===== src/rtl/mem_port_arbiter.sv =====
`default_nettype none
// ============================================================================
// Module      : mem_port_arbiter
// Description : Shares one single-ported memory between instruction fetch (IF)
//               and the data-memory stage (DM), one transaction at a time.
// Revision    : 1.0 - initial release
// ============================================================================
module mem_port_arbiter #(
    parameter int AW         = 32,
    parameter int DW         = 32,
    parameter int MAX_DBURST = 4
) (
    input  logic          clk,
    input  logic          reset,
    // fetch port
    input  logic          if_req,
    input  logic [AW-1:0] if_addr,
    input  logic          if_flush,
    output logic [DW-1:0] if_rdata,
    output logic          if_valid,
    // data port
    input  logic          dm_req,
    input  logic          dm_we,
    input  logic [AW-1:0] dm_addr,
    input  logic [DW-1:0] dm_wdata,
    output logic [DW-1:0] dm_rdata,
    output logic          dm_valid,
    // memory side
    output logic          mem_req,
    output logic          mem_we,
    output logic [AW-1:0] mem_addr,
    output logic [DW-1:0] mem_wdata,
    input  logic [DW-1:0] mem_rdata,
    input  logic          mem_ready,
    // hazard unit
    output logic          stall_f,
    output logic          stall_m
);

    localparam int CW = $clog2(MAX_DBURST + 1);
    localparam logic [CW-1:0] c_MAX_DBURST = CW'(MAX_DBURST);

    typedef enum logic [1:0] {
        S_IDLE    = 2'd0,
        S_BUSY_IF = 2'd1,
        S_BUSY_DM = 2'd2
    } state_t;

    state_t          r_state_q,     w_state_d;
    logic            r_mem_req_q,   w_mem_req_d;
    logic            r_mem_we_q,    w_mem_we_d;
    logic [AW-1:0]   r_mem_addr_q,  w_mem_addr_d;
    logic [DW-1:0]   r_mem_wdata_q, w_mem_wdata_d;
    logic [DW-1:0]   r_if_rdata_q,  w_if_rdata_d;
    logic            r_if_valid_q,  w_if_valid_d;
    logic [DW-1:0]   r_dm_rdata_q,  w_dm_rdata_d;
    logic            r_dm_valid_q,  w_dm_valid_d;
    logic [CW-1:0]   r_starve_q,    w_starve_d;
    logic            r_drop_q,      w_drop_d;

    logic            w_if_elig;
    logic            w_dm_elig;
    logic            w_starved;

    // A requester is not re-granted in the cycle its own response is pulsing.
    assign w_if_elig = if_req & ~r_if_valid_q & ~if_flush;
    assign w_dm_elig = dm_req & ~r_dm_valid_q;
    assign w_starved = (r_starve_q >= c_MAX_DBURST);

    always_comb begin
        w_state_d     = r_state_q;
        w_mem_req_d   = r_mem_req_q;
        w_mem_we_d    = r_mem_we_q;
        w_mem_addr_d  = r_mem_addr_q;
        w_mem_wdata_d = r_mem_wdata_q;
        w_if_rdata_d  = r_if_rdata_q;
        w_if_valid_d  = 1'b0;
        w_dm_rdata_d  = r_dm_rdata_q;
        w_dm_valid_d  = 1'b0;
        w_starve_d    = r_starve_q;
        w_drop_d      = r_drop_q;

        case (r_state_q)
            S_IDLE: begin
                if (w_if_elig && (!w_dm_elig || w_starved)) begin
                    w_state_d     = S_BUSY_IF;
                    w_mem_req_d   = 1'b1;
                    w_mem_we_d    = 1'b0;
                    w_mem_addr_d  = if_addr;
                    w_mem_wdata_d = '0;
                    w_starve_d    = '0;
                    w_drop_d      = 1'b0;
                end else if (w_dm_elig) begin
                    w_state_d     = S_BUSY_DM;
                    w_mem_req_d   = 1'b1;
                    w_mem_we_d    = dm_we;
                    w_mem_addr_d  = dm_addr;
                    w_mem_wdata_d = dm_wdata;
                    if (if_req && (r_starve_q != c_MAX_DBURST)) begin
                        w_starve_d = r_starve_q + 1'b1;
                    end
                end
            end

            S_BUSY_IF: begin
                if (if_flush) begin
                    w_drop_d = 1'b1;
                end
                if (mem_ready) begin
                    w_state_d   = S_IDLE;
                    w_mem_req_d = 1'b0;
                    w_drop_d    = 1'b0;
                    // A flush arriving on the completion cycle also discards the fetch.
                    if (!(r_drop_q || if_flush)) begin
                        w_if_valid_d = 1'b1;
                        w_if_rdata_d = mem_rdata;
                    end
                end
            end

            S_BUSY_DM: begin
                if (mem_ready) begin
                    w_state_d    = S_IDLE;
                    w_mem_req_d  = 1'b0;
                    w_dm_valid_d = 1'b1;
                    if (!r_mem_we_q) begin
                        w_dm_rdata_d = mem_rdata;
                    end
                end
            end

            default: begin
                w_state_d   = S_IDLE;
                w_mem_req_d = 1'b0;
            end
        endcase
    end

    always_ff @(posedge clk) begin
        if (reset) begin
            r_state_q     <= S_IDLE;
            r_mem_req_q   <= 1'b0;
            r_mem_we_q    <= 1'b0;
            r_mem_addr_q  <= '0;
            r_mem_wdata_q <= '0;
            r_if_rdata_q  <= '0;
            r_if_valid_q  <= 1'b0;
            r_dm_rdata_q  <= '0;
            r_dm_valid_q  <= 1'b0;
            r_starve_q    <= '0;
            r_drop_q      <= 1'b0;
        end else begin
            r_state_q     <= w_state_d;
            r_mem_req_q   <= w_mem_req_d;
            r_mem_we_q    <= w_mem_we_d;
            r_mem_addr_q  <= w_mem_addr_d;
            r_mem_wdata_q <= w_mem_wdata_d;
            r_if_rdata_q  <= w_if_rdata_d;
            r_if_valid_q  <= w_if_valid_d;
            r_dm_rdata_q  <= w_dm_rdata_d;
            r_dm_valid_q  <= w_dm_valid_d;
            r_starve_q    <= w_starve_d;
            r_drop_q      <= w_drop_d;
        end
    end

    assign mem_req   = r_mem_req_q;
    assign mem_we    = r_mem_we_q;
    assign mem_addr  = r_mem_addr_q;
    assign mem_wdata = r_mem_wdata_q;
    assign if_rdata  = r_if_rdata_q;
    assign if_valid  = r_if_valid_q;
    assign dm_rdata  = r_dm_rdata_q;
    assign dm_valid  = r_dm_valid_q;

    assign stall_f = if_req & ~r_if_valid_q;
    assign stall_m = dm_req & ~r_dm_valid_q;

endmodule
`default_nettype wire


===== config.mk =====
export PLATFORM = sky130hd
export DESIGN_NAME = mem_port_arbiter
export DESIGN_NICKNAME = d
export VERILOG_FILES = /design/src/rtl/mem_port_arbiter.sv
export SDC_FILE = /design/constraint.sdc
export NUM_CORES = 1
export LEC_CHECK = 0
export BUFFER_PORTS_ARGS = -buffer_cell sky130_fd_sc_hd__buf_2
export CAP_MARGIN = 20
export CORE_ASPECT_RATIO = 1.2
export CORE_MARGIN = 1.5
export CORE_UTILIZATION = 48
export DETAILED_ROUTE_END_ITERATION = 10
export GPL_TIMING_DRIVEN = 0
export PLACE_DENSITY = 0.83
export SLEW_MARGIN = 20
export SYNTH_ARGS = -nofsm -noshare
export SYNTH_HDL_FRONTEND = slang
export SYNTH_SLANG_ARGS = --single-unit

===== constraint.sdc =====
create_clock -name clk -period 3 [get_ports clk]
set_input_delay 0.15 -clock clk [delete_from_list [all_inputs] [get_ports clk]]
set_output_delay 0.15 -clock clk [all_outputs]
set_load 0.1 [all_outputs]

==> results.json, run 1 <==
{
  "status": "complete, no violations",
  "num_io_pins": 269,
  "max_stage_delay_ns": 0.57,
  "syn-num-nets": 737,
  "htreeDepth": 4,
  "port_buffers": 267,
  "yosysSeqAreaShare_pct": 54.60,
  "ys.warnings.count": 0,
  "cp_common_cell": "buf_2",
  "clockBufferDepth": 2,
  "setup_ws_ns": 0.4682,
  "hold_violations": 0,
  "tightestPinTransition_ns": 0.6421,
  "grt.overflow.total": 0,
  "fin_setup_tns_ns": 0,
  "peakVddDrop_mv": 0.4815,
  "layout_commonest_cell": "buf_2",
  "critical_path.top_delay_family": "buffers and inverters",
  "drv_slew": 0,
  "antenna_found_initial": 0,
  "pre_cts_ws_ns": 0.7679,
  "cts_sinks": 138,
  "yosys.area.top_type": "dfxtp_1",
  "dieArea_um2": 11170,
  "max-slew-margin-rel_pct": 57.10,
  "vias_per_cell": 5.310,
  "clkTransAtPathRegs_ns": 0.06,
  "cts_root_buffer": "clkbuf_16",
  "wl_per_cell_um": 15.69,
  "clock.fmax_mhz": 395.0,
  "dp_hpwl_um": 11160,
  "syn_area_um2": 5060,
  "first_pass_iters": 5,
  "yosysTopAreaCellShare_pct": 54.60,
  "grt_pass1_wl_um": 27120,
  "cp_data_arrival_time_ns": 2.88,
  "finalNonFillerCells": 1101,
  "synth-seq-cells": 138,
  "design_area_um2": 7991,
  "drtIter0Drc": 390,
  "routed_wl_um": 17270,
  "grt_pass1_vias": 5584,
  "critical_path_buf_inv_count": 5,
  "grt_start_max_net_pins": 17,
  "required_ns": 3.35,
  "grt_setup_unrepaired": "false",
  "rrSetupSlack_ns": 0.47,
  "place_area_um2": 6556,
  "worstSkewPairLatency_ns": 0.41,
  "finClkSkew_ns": 0.007287,
  "finalSetupViolCount": 0,
  "cellPowerDensity_nw_per_um2": 736.3,
  "final_cell_mix": "277 x buf_2, 197 x nand2_1, 138 x dfxtp_1",
  "antenna_left": 0,
  "cts_tree": "yes",
  "die_x_um": 96.73,
  "nets": 1104,
  "coreArea_um2": 10160,
  "fin_crit_sh_pct": 84.39,
  "cts_inserted_buffers": 17,
  "gp_congestion": 0.8604,
  "areaGrowthSynthToFinish_pct": 57.94,
  "cellLeakagePower_nw": 3.729,
  "max_cap_violations": 0,
  "synth_cell_types": 32,
  "min_period_ns": 2.532,
  "fillerInstances": 671,
  "end_kind": "register",
  "avgSynthCellArea_um2": 8.475,
  "diodes": 0,
  "path_cells": "inv_1 -> ha_1 -> clkbuf_1 -> o21a_1 -> buf_2 -> buf_2 -> nor2_1 -> a311oi_1 -> dlygate4sd3_1",
  "syn_inst": 597,
  "path_max_fanout": 10,
  "dp_cells": 990,
  "drive_gt1_share_pct": 32.00,
  "critical_path_class": "register to register",
  "num_rows": 40,
  "final_core_util_pct": 78.66,
  "crit_path_start_kind": "register",
  "grt_use_total_pct": 30.20,
  "cp_slowest_cell": "dlygate4sd3_1",
  "drcViolationCount": 0,
  "hp-class": "input port to register",
  "chipHeight_um": 115.5,
  "via_count": 5846,
  "start_util_pct": 49.80,
  "synthTopCellsByArea": "dfxtp_1 55%, nand2_1 15%, a21oi_1 7.3%, a22o_1 5.7%, a311oi_1 5.5%"
}
-- layer usage --
metal	track usage (%)	vias to the layer above	part of all wire [%]
li1	-	2784	-
met1	33.99	2716	38
met2	54.69	306	51
met3	7.901	40	7.5
met4	12.37	0	3.0
met5	0	-	0
-- metrics by stage --
step,total power [mW],hold WS [ns]
detailed placement,3.626,0.3701
global route,6.077,0.008810
finish,5.884,0.01436
global placement,3.612,0.3655
floorplan,3.308,0.2831
CTS,5.886,0.0001512
-- power by group --
part | total (mW) | internal (mW) | switching, mW
Combinational | 1.66 | 0.361 | 1.30
Clock | 2.19 | 1.43 | 0.763
Sequential | 2.04 | 1.97 | 0.0695
-- final cells by class --
class / instances / area, µm² / area share [%]
multi-input combinational: 408 / 2088 / 26.13
inverter: 4 / 15.01 / 0.1879
clock inverter: 11 / 171.4 / 2.145
tap: 126 / 157.7 / 1.973
sequential: 138 / 2763 / 34.57
clock buffer: 19 / 452.9 / 5.668
timing repair buffer: 348 / 2147 / 26.87
buffer: 47 / 196.4 / 2.458
-- sequential cells by signal (all words and copies together), names as in the netlist --
signal,count
if_rdata,32
mem_wdata,32
r_state_q,2
dm_valid,1
mem_we,1
mem_req,1
r_starve_q,3
dm_rdata,32
mem_addr,32
r_drop_q,1
if_valid,1
-- worst register-to-register path, cell delays in order (launching register included) --
cell and delay (ns):
dfxtp_1 0.32, inv_1 0.11, ha_1 0.16, clkbuf_1 0.37, o21a_1 0.20, buf_2 0.19, buf_2 0.25, nor2_1 0.06
a311oi_1 0.25, dlygate4sd3_1 0.57
-- kinds of logic (layout without fill, tap and decap cells) --
logic type                 Yosys count  after routing  synth area share [%]
and+or+nand+nor                    256            256                 20.15
AOI/OAI and AO/OA                  146            146                 19.63
muxes                                1              1                0.1978
DFF                                138            138                 54.60
buffers and inverters               51            429                 4.179
adders and majority gates            5              5                 1.236
-- cells in the mapped netlist (all sizes together) --
master	instances
nand2	197
dfxtp	138
a21oi	74
nor2	39
clkbuf	36
a22o	33
a311oi	32
buf	11
ha	5
inv	4
nand3	3
nor2b	3
nor3	2
o21ai	2
or2	2
a2111oi	1
a31o	1
a41o	1
and2	1
and3	1
mux2i	1
nand2b	1
nand3b	1
nor3b	1
nor4bb	1
o21a	1
o22a	1
or2b	1
or3b	1
or4	1
or4b	1
-- path summary, 6_finish.rpt --
check,start,to,cells past startpoint
setup reg to reg,r_state_q[0],mem_addr[7],9
setup / recovery,r_state_q[0],mem_addr[7],9
hold reg to reg,dm_rdata[3],dm_rdata[3],2
hold / removal,dm_addr[4],mem_addr[4],3
-- repair_timing --
action	CTS	global route
resized for setup	0	0
endpoints found under the hold margin	105	0
setup endpoints to repair	0	0
hold buffers	81	0
buffers inserted	0	0
No activity file was read; power rests on OpenSTA's default activity.
==> run 2: changes to the inputs <==
Settings changed: CORE_UTILIZATION 48 to 45, PLACE_DENSITY 0.83 to 0.78.
Clock period 3 ns to 2.41 ns, I/O delays scaled along.
==> run 2 against run 1 <==
Against the previous run:
- via count is 2.7% higher
- routed wire length is 6.0% higher
- global-route usage is 0.15 points lower
- sequential cell count stayed put
- largest cell class is now buffers
- worst hold slack better by 0.0090 ns
- core utilization is 1.8 points lower
- non-clock buffer count is 45 higher
- critical path depth is 3 lower
==> results.json, run 2 (same netlist as run 1, synthesis figures left out) <==
{
  "peakVddDrop_mv": 0.6229,
  "hold_end": "mem_addr[31]",
  "fin_crit_sh_pct": 91.46,
  "critical_path_class": "register to register",
  "worstSkewPairLatency_ns": 0.41,
  "wl_per_cell_um": 15.89,
  "min_period_ns": 2.204,
  "end_kind": "register",
  "p_int_mw": 4.580,
  "cp_common_cell": "buf_2",
  "required_ns": 2.70,
  "num_rows": 42,
  "cp_data_arrival_time_ns": 2.49,
  "die_x_um": 99.80,
  "grt_pass1_wl_um": 28350,
  "nets": 1149,
  "antenna_left": 0,
  "finClkSkew_ns": 0.008237,
  "max_cap_violations": 0,
  "num_io_pins": 269,
  "first_pass_iters": 5,
  "antenna_found_initial": 0,
  "clockBufferDepth": 2,
  "layout_commonest_cell": "buf_2",
  "hp-class": "input port to register",
  "setup_ws_ns": 0.2059,
  "drive_gt1_share_pct": 30.85,
  "cellLeakagePower_nw": 3.916,
  "final_cell_mix": "277 x buf_2, 197 x nand2_1, 138 x dfxtp_1",
  "areaGrowthSynthToFinish_pct": 66.82,
  "max_stage_delay_ns": 0.59,
  "coreArea_um2": 10980,
  "dieArea_um2": 11890,
  "path_cells": "nor3b_2 -> o21a_1 -> buf_2 -> buf_2 -> a311oi_1 -> dlygate4sd3_1",
  "via_count": 6003,
  "drv_slew": 0,
  "fin_setup_tns_ns": 0,
  "power_frac_seq_pct": 34.9,
  "finalSetupViolCount": 0,
  "max-slew-margin-rel_pct": 57.38,
  "port_buffers": 267,
  "r2r_cells": 6,
  "dp_hpwl_um": 10800,
  "pre_cts_ws_ns": 0.2367,
  "vias_per_cell": 5.206,
  "cts_inserted_buffers": 17,
  "htreeDepth": 4,
  "min_from": "dm_addr[31]",
  "tightestPinTransition_ns": 0.6393,
  "crit_path_start_kind": "register",
  "reg2reg_to": "mem_addr[1]",
  "grt_start_max_net_pins": 17,
  "power_switching_mw": 2.702,
  "cellPowerDensity_nw_per_um2": 862.7,
  "gp_congestion": 0.8254,
  "cp_slowest_cell": "dlygate4sd3_1",
  "switching_share_pct": 37.10,
  "grt_use_total_pct": 30.05,
  "pwr-share-comb_pct": 29.4,
  "path_max_fanout": 10,
  "diodes": 0,
  "cts_tree": "yes",
  "grt_setup_unrepaired": "false",
  "drtIter0Drc": 298,
  "clock.fmax_mhz": 453.7,
  "grt.overflow.total": 0,
  "hold_violations": 0,
  "clkTransAtPathRegs_ns": 0.06,
  "cts_sinks": 138,
  "routed_wl_um": 18320,
  "chipHeight_um": 119.2,
  "grt_pass1_vias": 6096,
  "hold_depth": 3,
  "r2r_start": "if_valid",
  "cts_root_buffer": "clkbuf_16",
  "rrSetupSlack_ns": 0.21,
  "status": "complete, no violations",
  "drcViolationCount": 0,
  "power.share.clock_pct": 35.7,
  "start_util_pct": 46.07
}
-- run 2: cell type report --
| cell class | count | area [µm²] |
|---|---|---|
| tap | 132 | 165.2 |
| buffer | 46 | 192.7 |
| timing repair buffer | 394 | 2608 |
| multi-input combinational | 408 | 2101 |
| sequential | 138 | 2763 |
| fill | 723 | 2542 |
| clock buffer | 21 | 480.5 |
| clock inverter | 10 | 116.4 |
| inverter | 4 | 15.01 |
-- run 2: metrics by stage --
step / cells / total power, mW / cell area, µm² / hold WS (ns) / util (%)
3_3_place_gp: 996 / 4.500 / 6569 / 0.3359 / 59.81
6_report: 1153 / 7.282 / 8441 / 0.02338 / 76.85
2_1_floorplan: 597 / 4.118 / 5067 / 0.2536 / -
5_1_grt: 1153 / 7.534 / 8441 / 0.02072 / 76.85
4_1_cts: 1154 / 7.260 / 8437 / 0.01142 / 76.82
3_5_place_dp: 996 / 4.511 / 6569 / 0.3410 / 59.81
-- run 2: worst max path at each step --
stage	startpoint	endpoint	slack (ns)	cells past startpoint
2_1_floorplan	dm_valid	mem_we	0.07	5
3_3_place_gp	r_state_q[0]	mem_wdata[9]	0.24	7
3_5_place_dp	r_state_q[0]	mem_wdata[27]	0.24	7
4_1_cts	r_state_q[0]	mem_addr[0]	0.03	8
5_1_grt	if_valid	mem_addr[1]	0.07	6
6_report	if_valid	mem_addr[1]	0.21	6
-- run 2: repair_timing --
action | CTS | global route
resized for setup | 0 | 2
hold buffers | 127 | 0
endpoints found under the setup margin | 0 | 33
buffers inserted | 0 | 0
endpoints found under the hold margin | 129 | 0
-- run 2: per-layer routing --
metal / wire [µm] / track usage, % / part of all wire [%]
met1: 6949 / 30.97 / 38
met2: 9349 / 54.21 / 51
met3: 1211 / 8.275 / 6.6
met4: 805 / 16.37 / 4.4
met5: 0 / 0 / 0
-- run 2: critical path: cells and delay by family (launching register included) --
kind	cells	cell delay [ns]
buffers and inverters	3	1.06
flip-flops	1	0.36
AND/OR/NAND/NOR	1	0.36
AO/OA/AOI/OAI	2	0.30
-- run 2: power groups by stage --
stage	combinational (mW)	sequential (mW)	clock (mW)
after detailed placement	1.93	2.58	0
after floorplan	0.400	3.72	0
after global routing	2.23	2.56	2.75
after global placement	1.92	2.58	0
after CTS	2.10	2.53	2.63
final	2.14	2.54	2.60
==> run 3: changes to the inputs <==
Settings changed: BUFFER_PORTS_ARGS -buffer_cell sky130_fd_sc_hd__buf_2 to -buffer_cell sky130_fd_sc_hd__buf_4.
==> run 3 against run 2 <==
Against the previous run:
- power grew 7.6%
- maximum frequency shrank 1.3%
- sequential power is essentially flat
- register-to-register slack lost 0.03 ns
- non-clock buffer count shrank 12
- sequential cell count is the same
- first-iteration DRC count grew 18%
- via count grew 1.5%
- count of clock-buffer cells in the layout shrank 3
- sequential share of layout area shrank 2.3 points
==> results.json, run 3 (same netlist as run 1, synthesis figures left out) <==
{
  "via_count": 6092,
  "grt_setup_unrepaired": "false",
  "wl_per_cell_um": 17.16,
  "dp_hpwl_um": 12160,
  "fillerInstances": 611,
  "max-slew-margin-rel_pct": 56.41,
  "hold_depth": 3,
  "layout_commonest_cell": "buf_4",
  "clockBufferDepth": 2,
  "htreeDepth": 4,
  "min_from": "if_addr[28]",
  "path_max_fanout": 10,
  "critical_path.top_delay_family": "buffers and inverters",
  "cellLeakagePower_nw": 4.021,
  "vias_per_cell": 5.335,
  "cts_tree": "yes",
  "end_kind": "register",
  "worst-path-stages": 7,
  "holdWs_ns": 0.006272,
  "dieArea_um2": 11890,
  "antenna_left": 0,
  "max_stage_delay_ns": 0.58,
  "start_util_pct": 46.07,
  "num_io_pins": 269,
  "coreArea_um2": 10980,
  "grt_use_total_pct": 32.55,
  "grt_start_max_net_pins": 17,
  "clock.fmax_mhz": 447.8,
  "status": "complete, no violations",
  "rrSetupSlack_ns": 0.18,
  "fin_setup_tns_ns": 0,
  "cp_data_arrival_time_ns": 2.53,
  "min_period_ns": 2.233,
  "crit_path_start_kind": "register",
  "grt_pass1_vias": 6305,
  "p_total_mw": 7.832,
  "peakVddDrop_mv": 0.5911,
  "hold_violations": 0,
  "cp_common_cell": "buf_2",
  "cp_slowest_cell": "dlygate4sd3_1",
  "reg2reg_to": "mem_addr[2]",
  "first_pass_iters": 5,
  "max_cap_violations": 0,
  "nets": 1137,
  "critical_path_class": "register to register",
  "routed_wl_um": 19600,
  "cellPowerDensity_nw_per_um2": 863.5,
  "cts_setup_buffers": 0,
  "fin_crit_sh_pct": 92.67,
  "drcViolationCount": 0,
  "critical_path_buf_inv_count": 4,
  "hp-class": "input port to register",
  "cts_sinks": 138,
  "port_buffers": 267,
  "drive_gt1_share_pct": 31.12,
  "drtIter0Drc": 352,
  "required_ns": 2.71,
  "finalSetupViolCount": 0,
  "worstSkewPairLatency_ns": 0.41,
  "die_x_um": 99.80,
  "finClkSkew_ns": 0.007254,
  "path_cells": "inv_1 -> ha_1 -> o21a_1 -> buf_2 -> buf_2 -> a311oi_1 -> dlygate4sd3_1",
  "antenna_found_initial": 1,
  "grt.overflow.total": 0,
  "chipHeight_um": 119.2,
  "cts_root_buffer": "clkbuf_16",
  "grt_pass1_wl_um": 30510,
  "drv_slew": 0,
  "clkTransAtPathRegs_ns": 0.06,
  "tightestPinTransition_ns": 0.6538,
  "finalNonFillerCells": 1142,
  "hold_end": "mem_addr[28]",
  "areaGrowthSynthToFinish_pct": 79.25,
  "dp_cells": 996,
  "r2r_cells": 7,
  "final_cell_mix": "267 x buf_4, 197 x nand2_1, 138 x dfxtp_1",
  "cts_inserted_buffers": 17,
  "num_rows": 42,
  "r2r_start": "r_state_q[0]",
  "gp_congestion": 0.8208
}
## run 3: repair_timing
action | in CTS | in global routing
gates resized for setup | 0 | 1
endpoints found under the hold margin | 122 | 1
hold buffers | 114 | 1
setup endpoints to repair | 0 | 24
## run 3: cell type report
cell class | count | area (µm²) | area share, %
antenna | 1 | 2.502 | 0.02759
buffer | 46 | 192.7 | 2.124
clock buffer | 18 | 439.2 | 4.842
clock inverter | 13 | 239.0 | 2.635
inverter | 4 | 15.01 | 0.1655
multi-input combinational | 408 | 2098 | 23.13
sequential | 138 | 2763 | 30.46
tap | 132 | 165.2 | 1.821
timing repair buffer | 382 | 3156 | 34.79
## run 3: worst register-to-register path, stage by stage (launching register included)
cell	delay (ns)
dfxtp_1	0.33
inv_1	0.10
ha_1	0.37
o21a_1	0.19
buf_2	0.20
buf_2	0.25
a311oi_1	0.11
dlygate4sd3_1	0.58
## run 3: worst max-delay path by stage
stage,start,end
floorplan,dm_valid,mem_we
global placement,r_state_q[0],mem_wdata[6]
detailed placement,r_state_q[0],mem_wdata[12]
CTS,r_state_q[0],mem_addr[2]
global route,r_state_q[1],mem_addr[2]
finish,r_state_q[0],mem_addr[2]
## run 3: power breakdown
part	internal, mW	leakage, nW	switching, mW
Sequential	2.45	1.13	0.104
Combinational	0.636	2.57	1.65
Clock	1.98	0.324	1.01
Total	5.06	4.02	2.77
## run 3: metrics by stage
| stage | instance area (µm²) | util [%] | setup slack [ns] |
|---|---|---|---|
| after global routing | 9070 | 82.58 | 0.02265 |
| after floorplan | 5067 | - | 0.06614 |
| final | 9070 | 82.58 | 0.1768 |
| after CTS | 9056 | 82.46 | 0.03600 |
| after global placement | 7237 | 65.89 | 0.3004 |
| after detailed placement | 7237 | 65.89 | 0.1464 |
## run 3: routing by layer
metal	global-route usage [%]	up-vias	wire, µm
li1	-	2835	-
met1	33.35	2844	7057
met2	59.40	335	10340
met3	9.038	78	1381
met4	16.73	0	820
met5	0	-	0
